File: config.mk
export PLATFORM = sky130hd
export DESIGN_NAME = rx_frame_sender_flat
export DESIGN_NICKNAME = d
export VERILOG_FILES = /design/src/rtl/rx_frame_sender_if.sv /design/src/rtl/rx_frame_sender.sv /design/src/flat_wrapper.sv
export SDC_FILE = /design/constraint.sdc
export NUM_CORES = 1
export LEC_CHECK = 0
export CAP_MARGIN = 20
export CORE_MARGIN = 4
export CORE_UTILIZATION = 30
export DETAILED_ROUTE_END_ITERATION = 16
export GPL_TIMING_DRIVEN = 0
export HOLD_SLACK_MARGIN = 0.06
export MAX_ROUTING_LAYER = met4
export PLACE_DENSITY_LB_ADDON = 0.25
export SETUP_SLACK_MARGIN = 0.5
export SLEW_MARGIN = 20
export SYNTH_ARGS = -nofsm -noshare
export SYNTH_HDL_FRONTEND = slang
export SYNTH_SLANG_ARGS = --single-unit
export TNS_END_PERCENT = 20
File: constraint.sdc
create_clock -name clock -period 4.5 [get_ports clock]
set_input_delay 1.125 -clock clock [delete_from_list [all_inputs] [get_ports clock]]
set_output_delay 1.125 -clock clock [all_outputs]
set_load 0.1 [all_outputs]
File: src/rtl/rx_frame_sender_if.sv
// rx_frame_sender_if: byte-wide valid/ready link toward the host FIFO.
// The sender drives data/valid through master; the FIFO answers ready through slave.
interface rx_frame_sender_if;
    logic [7:0] tx_data;
    logic       tx_valid;
    logic       tx_ready;

    modport master (
        output tx_data,
        output tx_valid,
        input  tx_ready
    );

    modport slave (
        input  tx_data,
        input  tx_valid,
        output tx_ready
    );
endinterface

File: src/rtl/rx_frame_sender.sv
// rx_frame_sender: streams completed 48-bit RX pages as framed byte packets.
// Define RX_FRAME_CRC_EN to append a CRC-16/CCITT-FALSE trailer to each frame.
module rx_frame_sender #(
    parameter int         WORDS = 82,
    parameter logic [7:0] SYNC0 = 8'h5A,
    parameter logic [7:0] SYNC1 = 8'hA5
) (
    input  logic              clock,
    input  logic              reset_n,
    input  logic              rx_on,
    input  logic              mem_block,
    output logic [7:0]        rd_addr,
    input  logic [47:0]       rd_data,
    rx_frame_sender_if.master tx,
    output logic              busy,
    output logic              overrun,
    output logic [7:0]        seq
);

    typedef enum logic [2:0] {
        IDLE, HDR, RD, CAP, BYTE, TRL, DONE
    } state_t;

    localparam logic [6:0] LAST = 7'(WORDS - 1);

    state_t      state, state_d;
    logic        mb_q;
    logic        pend, pend_d;
    logic        pend_page, pend_page_d;
    logic        page, page_d;
    logic [6:0]  idx, idx_d;
    logic [1:0]  hcnt, hcnt_d;
    logic [2:0]  bcnt, bcnt_d;
    logic [47:0] sh, sh_d;
    logic [7:0]  rd_addr_d;
    logic [7:0]  txd, txd_d;
    logic        txv, txv_d;
    logic        overrun_d;
    logic [7:0]  seq_d;
    logic        toggle, xfer, consume;

`ifdef RX_FRAME_CRC_EN
    logic [15:0] crc, crc_d, crc_nx;
    logic        tcnt, tcnt_d;

    function automatic logic [15:0] crc_upd(input logic [15:0] c,
                                            input logic [7:0]  d);
        logic [15:0] r;
        r = c ^ {d, 8'h00};
        for (int i = 0; i < 8; i++)
            r = r[15] ? ((r << 1) ^ 16'h1021) : (r << 1);
        return r;
    endfunction

    assign crc_nx = crc_upd(crc, txd);
`endif

    assign toggle      = mem_block ^ mb_q;
    assign xfer        = txv & tx.tx_ready;
    assign busy        = (state != IDLE);
    assign tx.tx_data  = txd;
    assign tx.tx_valid = txv;

    always_comb begin
        state_d     = state;
        pend_d      = pend;
        pend_page_d = pend_page;
        page_d      = page;
        idx_d       = idx;
        hcnt_d      = hcnt;
        bcnt_d      = bcnt;
        sh_d        = sh;
        rd_addr_d   = rd_addr;
        txd_d       = txd;
        txv_d       = txv;
        overrun_d   = overrun;
        seq_d       = seq;
        consume     = 1'b0;
`ifdef RX_FRAME_CRC_EN
        crc_d       = crc;
        tcnt_d      = tcnt;
`endif
        unique case (state)
            IDLE: begin
                if (pend) begin
                    consume = 1'b1;
                    state_d = HDR;
                    page_d  = pend_page;
                    idx_d   = '0;
                    hcnt_d  = '0;
                    txv_d   = 1'b1;
                    txd_d   = SYNC0;
`ifdef RX_FRAME_CRC_EN
                    crc_d   = 16'hFFFF;
`endif
                end
            end
            HDR: begin
                if (xfer) begin
`ifdef RX_FRAME_CRC_EN
                    crc_d = crc_nx;
`endif
                    if (hcnt == 2'd2) begin
                        txv_d     = 1'b0;
                        rd_addr_d = {page, idx};
                        state_d   = RD;
                    end else begin
                        hcnt_d = hcnt + 2'd1;
                        txd_d  = (hcnt == 2'd0) ? SYNC1 : seq;
                    end
                end
            end
            RD: state_d = CAP;
            CAP: begin
                sh_d    = rd_data;
                txd_d   = rd_data[47:40];
                txv_d   = 1'b1;
                bcnt_d  = '0;
                state_d = BYTE;
            end
            BYTE: begin
                if (xfer) begin
`ifdef RX_FRAME_CRC_EN
                    crc_d = crc_nx;
`endif
                    if (bcnt == 3'd5) begin
                        txv_d = 1'b0;
                        if (idx == LAST) begin
`ifdef RX_FRAME_CRC_EN
                            txv_d   = 1'b1;
                            txd_d   = crc_nx[15:8];
                            tcnt_d  = 1'b0;
                            state_d = TRL;
`else
                            state_d = DONE;
`endif
                        end else begin
                            idx_d     = idx + 7'd1;
                            rd_addr_d = {page, idx + 7'd1};
                            state_d   = RD;
                        end
                    end else begin
                        bcnt_d = bcnt + 3'd1;
                        sh_d   = sh << 8;
                        txd_d  = sh[39:32];
                    end
                end
            end
            TRL: begin
`ifdef RX_FRAME_CRC_EN
                if (xfer) begin
                    if (tcnt) begin
                        txv_d   = 1'b0;
                        state_d = DONE;
                    end else begin
                        tcnt_d = 1'b1;
                        txd_d  = crc[7:0];
                    end
                end
`else
                state_d = DONE;
`endif
            end
            DONE: begin
                seq_d   = seq + 8'd1;
                state_d = IDLE;
            end
            default: state_d = IDLE;
        endcase

        // A toggle landing as IDLE consumes the old request stays pending
        if (consume) pend_d = 1'b0;
        if (toggle) begin
            pend_d      = 1'b1;
            pend_page_d = mem_block;
            if (pend && !consume) overrun_d = 1'b1;
        end

        if (!rx_on) begin
            state_d   = IDLE;
            txv_d     = 1'b0;
            pend_d    = 1'b0;
            overrun_d = 1'b0;
            seq_d     = '0;
        end
    end

    always_ff @(posedge clock or negedge reset_n) begin
        if (!reset_n) begin
            state     <= IDLE;
            mb_q      <= 1'b0;
            pend      <= 1'b0;
            pend_page <= 1'b0;
            page      <= 1'b0;
            idx       <= '0;
            hcnt      <= '0;
            bcnt      <= '0;
            sh        <= '0;
            rd_addr   <= '0;
            txd       <= '0;
            txv       <= 1'b0;
            overrun   <= 1'b0;
            seq       <= '0;
`ifdef RX_FRAME_CRC_EN
            crc       <= 16'hFFFF;
            tcnt      <= 1'b0;
`endif
        end else begin
            state     <= state_d;
            mb_q      <= mem_block;
            pend      <= pend_d;
            pend_page <= pend_page_d;
            page      <= page_d;
            idx       <= idx_d;
            hcnt      <= hcnt_d;
            bcnt      <= bcnt_d;
            sh        <= sh_d;
            rd_addr   <= rd_addr_d;
            txd       <= txd_d;
            txv       <= txv_d;
            overrun   <= overrun_d;
            seq       <= seq_d;
`ifdef RX_FRAME_CRC_EN
            crc       <= crc_d;
            tcnt      <= tcnt_d;
`endif
        end
    end

endmodule

File: src/flat_wrapper.sv
// flat-port wrapper written by rule: the top's interface ports become plain ports
module rx_frame_sender_flat 
#(
    parameter int         WORDS = 82,
    parameter logic [7:0] SYNC0 = 8'h5A,
    parameter logic [7:0] SYNC1 = 8'hA5
)
  (clock, reset_n, rx_on, mem_block, rd_addr, rd_data, busy, overrun, seq, tx_tx_data, tx_tx_valid, tx_tx_ready);
  rx_frame_sender_if tx_i ();
  input  logic clock;
  input  logic reset_n;
  input  logic rx_on;
  input  logic mem_block;
  output logic [7:0] rd_addr;
  input  logic [47:0] rd_data;
  output logic busy;
  output logic overrun;
  output logic [7:0] seq;
  output wire logic [$bits(tx_i.tx_data)-1:0] tx_tx_data;
  output wire logic [$bits(tx_i.tx_valid)-1:0] tx_tx_valid;
  input wire logic [$bits(tx_i.tx_ready)-1:0] tx_tx_ready;
  assign tx_tx_data = tx_i.tx_data;
  assign tx_tx_valid = tx_i.tx_valid;
  assign tx_i.tx_ready = tx_tx_ready;
  rx_frame_sender #(.WORDS(WORDS), .SYNC0(SYNC0), .SYNC1(SYNC1)) u_core (.clock(clock), .reset_n(reset_n), .rx_on(rx_on), .mem_block(mem_block), .rd_addr(rd_addr), .rd_data(rd_data), .tx(tx_i), .busy(busy), .overrun(overrun), .seq(seq));
endmodule
==> results of run 1 <==
worst min-delay path: cells and delay by family (launching register included):
| family | cells | cell delay, ns |
|---|---|---|
| flip-flops | 1 | 0.34 |
| AND/OR/NAND/NOR | 1 | 0.04 |
| AO/OA/AOI/OAI | 1 | 0.06 |
logic make-up after synthesis:
group                    Yosys count
AND/OR/NAND/NOR                  124
AO/OA/AOI/OAI                     93
flip-flops                        85
multiplexers                      53
buffers and inverters             30
XOR/XNOR                          13
adder cells (fa/ha/maj)            8
stage by stage:
| stage | TNS [ns] | worst slack (ns) | hold WS (ns) | cells | util |
|---|---|---|---|---|---|
| 2_1_floorplan | 0 | 2.20 | 0.448 | 406 | - |
| 3_3_place_gp | -76.94 | -0.913 | 0.461 | 665 | 0.380 |
| 3_5_place_dp | 0 | 1.41 | 0.470 | 666 | 0.381 |
| 4_1_cts | 0 | 1.08 | 0.483 | 682 | 0.404 |
| 5_1_grt | 0 | 0.940 | 0.497 | 682 | 0.404 |
| 6_report | 0 | 1.10 | 0.475 | 682 | 0.404 |
path summary, 6_finish.rpt:
path	from	endpoint	slack, ns	depth (start not counted)
worst max-delay path	u_core.state[1]$_DFFE_PN0P_	busy	1.10	4
worst min-delay path	u_core.sh[18]$_DFFE_PN0P_	u_core.sh[18]$_DFFE_PN0P_	0.48	2
worst max register to register	u_core.state[1]$_DFFE_PN0P_	u_core.tx.tx_data[3]$_DFFE_PN0P_	2.37	5
worst min register to register	u_core.sh[18]$_DFFE_PN0P_	u_core.sh[18]$_DFFE_PN0P_	0.48	2
max in group asynchronous	reset_n	u_core.sh[20]$_DFFE_PN0P_	3.17	2
min in group asynchronous	reset_n	u_core.rd_addr[6]$_DFFE_PN0P_	0.71	1
cell usage after synthesis (all sizes together) (3+ instances only):
master / n
a21boi: 4
dfrtp: 85
mux2: 18
nor3: 6
nor2: 12
o2bb2ai: 4
and3: 3
o21ai: 46
a22o: 8
clkbuf: 12
nand2b: 3
mux2i: 35
and2: 9
nand3: 8
a21oi: 17
nand2: 61
ha: 8
buf: 9
xor2: 5
xnor2: 8
nand4: 6
inv: 9
metal layers:
metal	part of all wire	vias to the layer above	track usage
met5	0	-	-
met4	0.022	0	0.0568
met3	0.065	20	0.0480
met2	0.47	94	0.224
met1	0.44	1608	0.170
li1	-	1630	-
registers in the layout, summed over array words and instances (netlist names):
signal              flops
u_core.page             1
u_core.overrun          1
u_core.seq              8
u_core.state            3
u_core.hcnt             2
u_core.mb_q             1
u_core.pend_page        1
u_core.idx              7
u_core.sh              40
u_core.tx.tx_valid      1
u_core.rd_addr          8
u_core.bcnt             3
u_core.pend             1
u_core.tx.tx_data       8
power by group through the flow:
stage / Clock, mW / Combinational (mW) / Sequential [mW]
4_1_cts: 0.810 / 0.581 / 0.862
3_5_place_dp: 0 / 0.580 / 0.876
2_1_floorplan: 0 / 0.139 / 1.13
3_3_place_gp: 0 / 0.572 / 0.873
5_1_grt: 0.834 / 0.605 / 0.868
6_report: 0.788 / 0.575 / 0.861
area by class of cell:
cell class | count | area, um^2
Sequential cell | 85 | 2130
Timing Repair Buffer | 80 | 816
Fill cell | 1364 | 8250
Buffer | 21 | 97.6
Multi-Input combinational cell | 291 | 1970
Inverter | 9 | 38.8
Clock buffer | 12 | 236
Clock inverter | 4 | 72.6
Tap cell | 180 | 225
==> results.sh, run 1 <==
export IMPL_comb_power_share=0.259
export IMPL_synth_top_family_by_area="simple AND/OR/NAND/NOR gates"
export IMPL_crit_path_start_kind="flip-flop"
export IMPL_grt_max_degree=57
export IMPL_syn_inst=406
export IMPL_yosys_area_top_type="dfrtp_1"
export IMPL_ir_drop_mv=0.305
export IMPL_yosysWarnings=0
export IMPL_synth_compound_area_frac=0.142
export IMPL_layout_common_cells="dfrtp_1 (85), clkdlybuf4s50_1 (78), nand2_1 (61), o21ai_0 (40), mux2i_1 (35)"
export IMPL_p_per_area_mw_per_mm2=398
export IMPL_place_hpwl_um=7900
export IMPL_slew_violations=0
export IMPL_synthSimpleGateAreaFrac=0.142
export IMPL_drtIter0Drc=134
export IMPL_nets=558
export IMPL_maxSlewHeadroom=0.349
export IMPL_p_int_mw=1.49
export IMPL_period_share=0.757
export IMPL_worstPathCellList="buf_2, nor3_1, inv_1, clkdlybuf4s50_1"
export IMPL_root_buffer="clkbuf_16"
export IMPL_setup_violations=0
export IMPL_seqPwrFrac=0.387
export IMPL_synth_seq_cells=85
export IMPL_final_area_mm2=0.00558
export IMPL_leakagePower_nw=2.38
export IMPL_place_area_mm2=0.00527
export IMPL_rsz0062_at_grt="false"
export IMPL_path_clk_slew_ns=0.06
export IMPL_gp_congestion=0.810
export IMPL_start_util=0.306
export IMPL_ys_flop_type="dfrtp_1"
export IMPL_critPathKind="flip-flop to output port"
export IMPL_path_buf_inv=3
export IMPL_grtUsageTotal=0.143
export IMPL_syn_area_mm2=0.00423
export IMPL_hold_viol=0
export IMPL_ys_async_sr_fraction=1.00
export IMPL_routed_via_density=4.91
export IMPL_clock_path_buffers=2
export IMPL_post_drt_wl_per_cell_um=15.6
export IMPL_numCtsBuffers=9
export IMPL_finalPower_mw=2.22
export IMPL_synth_area_leaders="dfrtp_1 (50%), mux2i_1 (8.3%), nand2_1 (5.4%), mux2_2 (4.8%), o21ai_0 (4.7%)"
export IMPL_tightestPinTransition_ns=0.974
export IMPL_portBuffers=79
export IMPL_post_cts_buffers=0
export IMPL_syn_avg_cell_area_um2=10.4
export IMPL_overflow=0
export IMPL_fin_crit_ns=3.40
export IMPL_cp_required_ns=3.38
export IMPL_grt_pass1_wl_um=17700
export IMPL_dieArea_mm2=0.0161
export IMPL_crit_slowest_cell="clkdlybuf4s50_1"
export IMPL_die_h_um=127
export IMPL_layout_drive_gt1_share=0.0936
export IMPL_status="finished, final reports clean"
export IMPL_synthMuxAreaShare=0.131
export IMPL_antenna_found_initial=0
export IMPL_grt_pass1_vias=3580
export IMPL_swShare=0.331
export IMPL_syn_nets=467
export IMPL_crit_family="buffers and inverters"
export IMPL_drc_errors=0
export IMPL_worstPathArrival_ns=2.28
export IMPL_synth_fa_ha_area_frac=0.0237
export IMPL_antenna_cells=0
export IMPL_hold_class="flip-flop to flip-flop"
export IMPL_core_area_mm2=0.0138
export IMPL_cts_hold_buf=0
export IMPL_postRouteAntennaNets=0
export IMPL_power_switching_mw=0.737
export IMPL_cts_repair_resized=0
export IMPL_cp_max_fo=10
export IMPL_synth_cell_types=51
export IMPL_tritoncts_num_sinks=85
export IMPL_slowest_delay_ns=0.99
export IMPL_cts_tree="done"
export IMPL_final_common_cell="dfrtp_1"
export IMPL_drv_cap=0
export IMPL_synth_edff_count=0
export IMPL_synth_top_area_frac=0.503
export IMPL_boundaryPins=80
export IMPL_vias=3352
export IMPL_drtPass1Iterations=4
export IMPL_fp_dieW_um=127
export IMPL_cts_max_level=3
export IMPL_totalWireLength_um=10600
export IMPL_p_clk_frac=0.354
export IMPL_crit_path_end_kind="output port"
export IMPL_synth_seq_area_share=0.503
export IMPL_rows=43
export IMPL_synth_xor_area_frac=0.0269
export IMPL_insertion_delay_ns=0.35
export IMPL_syn_to_final_growth_pct=31.9
export IMPL_skew_ns=0.00914
export IMPL_clock_fmax_mhz=294
Note: power is estimated with default switching activity, not from simulation.
==> inputs of run 2 (changes only) <==
Clock period 4.5 ns to 3.5 ns, I/O delays scaled along.
==> results.sh, run 2 (synthesis gave the netlist of run 1 again) <==
export IMPL_crit_slowest_cell="clkdlybuf4s50_1"
export IMPL_cts_max_level=3
export IMPL_drv_cap=0
export IMPL_cp_required_ns=2.62
export IMPL_worst_slack_ns=0.621
export IMPL_grtUsageTotal=0.143
export IMPL_critPathKind="flip-flop to output port"
export IMPL_grt_pass1_wl_um=17700
export IMPL_maxSlewHeadroom=0.349
export IMPL_tritoncts_num_sinks=85
export IMPL_cp_max_fo=8
export IMPL_crit_family="buffers and inverters"
export IMPL_totalWireLength_um=10600
export IMPL_drtIter0Drc=134
export IMPL_ir_drop_mv=0.392
export IMPL_crit_path_start_kind="flip-flop"
export IMPL_finalPower_mw=2.86
export IMPL_insertion_delay_ns=0.35
export IMPL_layout_common_cells="dfrtp_1 (85), clkdlybuf4s50_1 (77), nand2_1 (61), o21ai_0 (40), mux2i_1 (35)"
export IMPL_fin_tns_setup_ns=0
export IMPL_post_cts_buffers=0
export IMPL_path_clk_slew_ns=0.06
export IMPL_clock_path_buffers=2
export IMPL_grt_pass1_vias=3580
export IMPL_crit_path_end_kind="output port"
export IMPL_vias=3352
export IMPL_path_buf_inv=1
export IMPL_drc_errors=0
export IMPL_skew_ns=0.00914
export IMPL_root_buffer="clkbuf_16"
export IMPL_rows=43
export IMPL_dieArea_mm2=0.0161
export IMPL_slowest_delay_ns=1.19
export IMPL_place_ws_ns=0.659
export IMPL_grt_max_degree=57
export IMPL_p_per_area_mw_per_mm2=512
export IMPL_start_util=0.306
export IMPL_cts_hold_buf=0
export IMPL_slew_violations=0
export IMPL_syn_to_final_growth_pct=31.9
export IMPL_boundaryPins=80
export IMPL_reg2reg_from="u_core.state[1]$_DFFE_PN0P_"
export IMPL_antenna_found_initial=0
export IMPL_fin_crit_ns=2.88
export IMPL_routed_via_density=4.91
export IMPL_tightestPinTransition_ns=0.974
export IMPL_period_share=0.823
export IMPL_rsz0062_at_grt="false"
export IMPL_drtPass1Iterations=4
export IMPL_gp_congestion=0.810
export IMPL_antenna_cells=0
export IMPL_overflow=0
export IMPL_core_area_mm2=0.0138
export IMPL_hold_class="primary input to asynchronous set/reset pin"
export IMPL_status="finished, final reports clean"
export IMPL_rr_endpoint="u_core.tx.tx_data[3]$_DFFE_PN0P_"
export IMPL_fp_dieW_um=127
export IMPL_r2r_setup_slack_ns=1.37
export IMPL_setup_violations=0
export IMPL_portBuffers=79
export IMPL_top_register="u_core.sh"
export IMPL_final_common_cell="dfrtp_1"
export IMPL_postRouteAntennaNets=0
export IMPL_holdWs_ns=0.464
export IMPL_worstPathArrival_ns=2.00
export IMPL_leakagePower_nw=2.38
export IMPL_cts_tree="done"
export IMPL_worstPathCellList="clkdlybuf4s50_1"
export IMPL_nets=558
export IMPL_die_h_um=127
export IMPL_clock_fmax_mhz=347
export IMPL_post_drt_wl_per_cell_um=15.6
export IMPL_hold_viol=0
export IMPL_layout_drive_gt1_share=0.0936
export IMPL_largest_reg_flops=40
export IMPL_numCtsBuffers=9
export IMPL_r2r_cells=5
export IMPL_place_hpwl_um=7900
[run 2: cell count changes in the layout (fill, tap and decap cells not counted), sizes merged]
cell / before / now
clkdlybuf4s50: 78 / 77
dlygate4sd2: 0 / 1
[run 2: layer usage]
layer  wire [um]  track usage  up-vias
li1            -            -     1630
met1        4700        0.170     1608
met2        5000        0.224       94
met3         688       0.0480       20
met4         233       0.0568        0
met5           0            -        -
[run 2: how the worst max path moves through the flow]
stage / startpoint / cells past startpoint / end / slack, ns
floorplan: u_core.tx.tx_valid$_DFFE_PN0P_ / 5 / u_core.rd_addr[1]$_DFFE_PN0P_ / 1.23
global placement: reset_n / 1 / u_core.sh[4]$_DFFE_PN0P_ / -1.66
detailed placement: tx_tx_ready / 5 / u_core.rd_addr[1]$_DFFE_PN0P_ / 0.66
CTS: u_core.seq[3]$_DFFE_PN0P_ / 1 / seq[3] / 0.60
global route: u_core.state[1]$_DFFE_PN0P_ / 4 / busy / 0.53
finish: u_core.seq[3]$_DFFE_PN0P_ / 1 / seq[3] / 0.62
[run 2: final cells by class]
type,count,area [um^2]
buffer,21,97.6
sequential,85,2130
fill,1365,8250
multi-input combinational,291,1970
timing repair buffer,80,815
inverter,9,38.8
clock inverter,4,72.6
clock buffer,12,236
tap,180,225
[run 2: per-stage QoR]
| stage | std cells | area (um^2) | util |
|---|---|---|---|
| 6_report | 682 | 5580 | 0.404 |
| 5_1_grt | 682 | 5580 | 0.404 |
| 4_1_cts | 682 | 5580 | 0.404 |
| 3_5_place_dp | 666 | 5270 | 0.381 |
| 3_3_place_gp | 665 | 5250 | 0.380 |
| 2_1_floorplan | 406 | 4230 | - |
[run 2: where the power goes]
part | internal, mW | switching, mW
registers | 1.06 | 0.0472
clock network | 0.625 | 0.388
logic | 0.226 | 0.513
[run 2: repair_timing]
action / 4_1_cts / 5_1_grt
gates resized for setup: 1 / 0
endpoints found under the hold margin: 0 / 0
endpoints found under the setup margin: 1 / 0
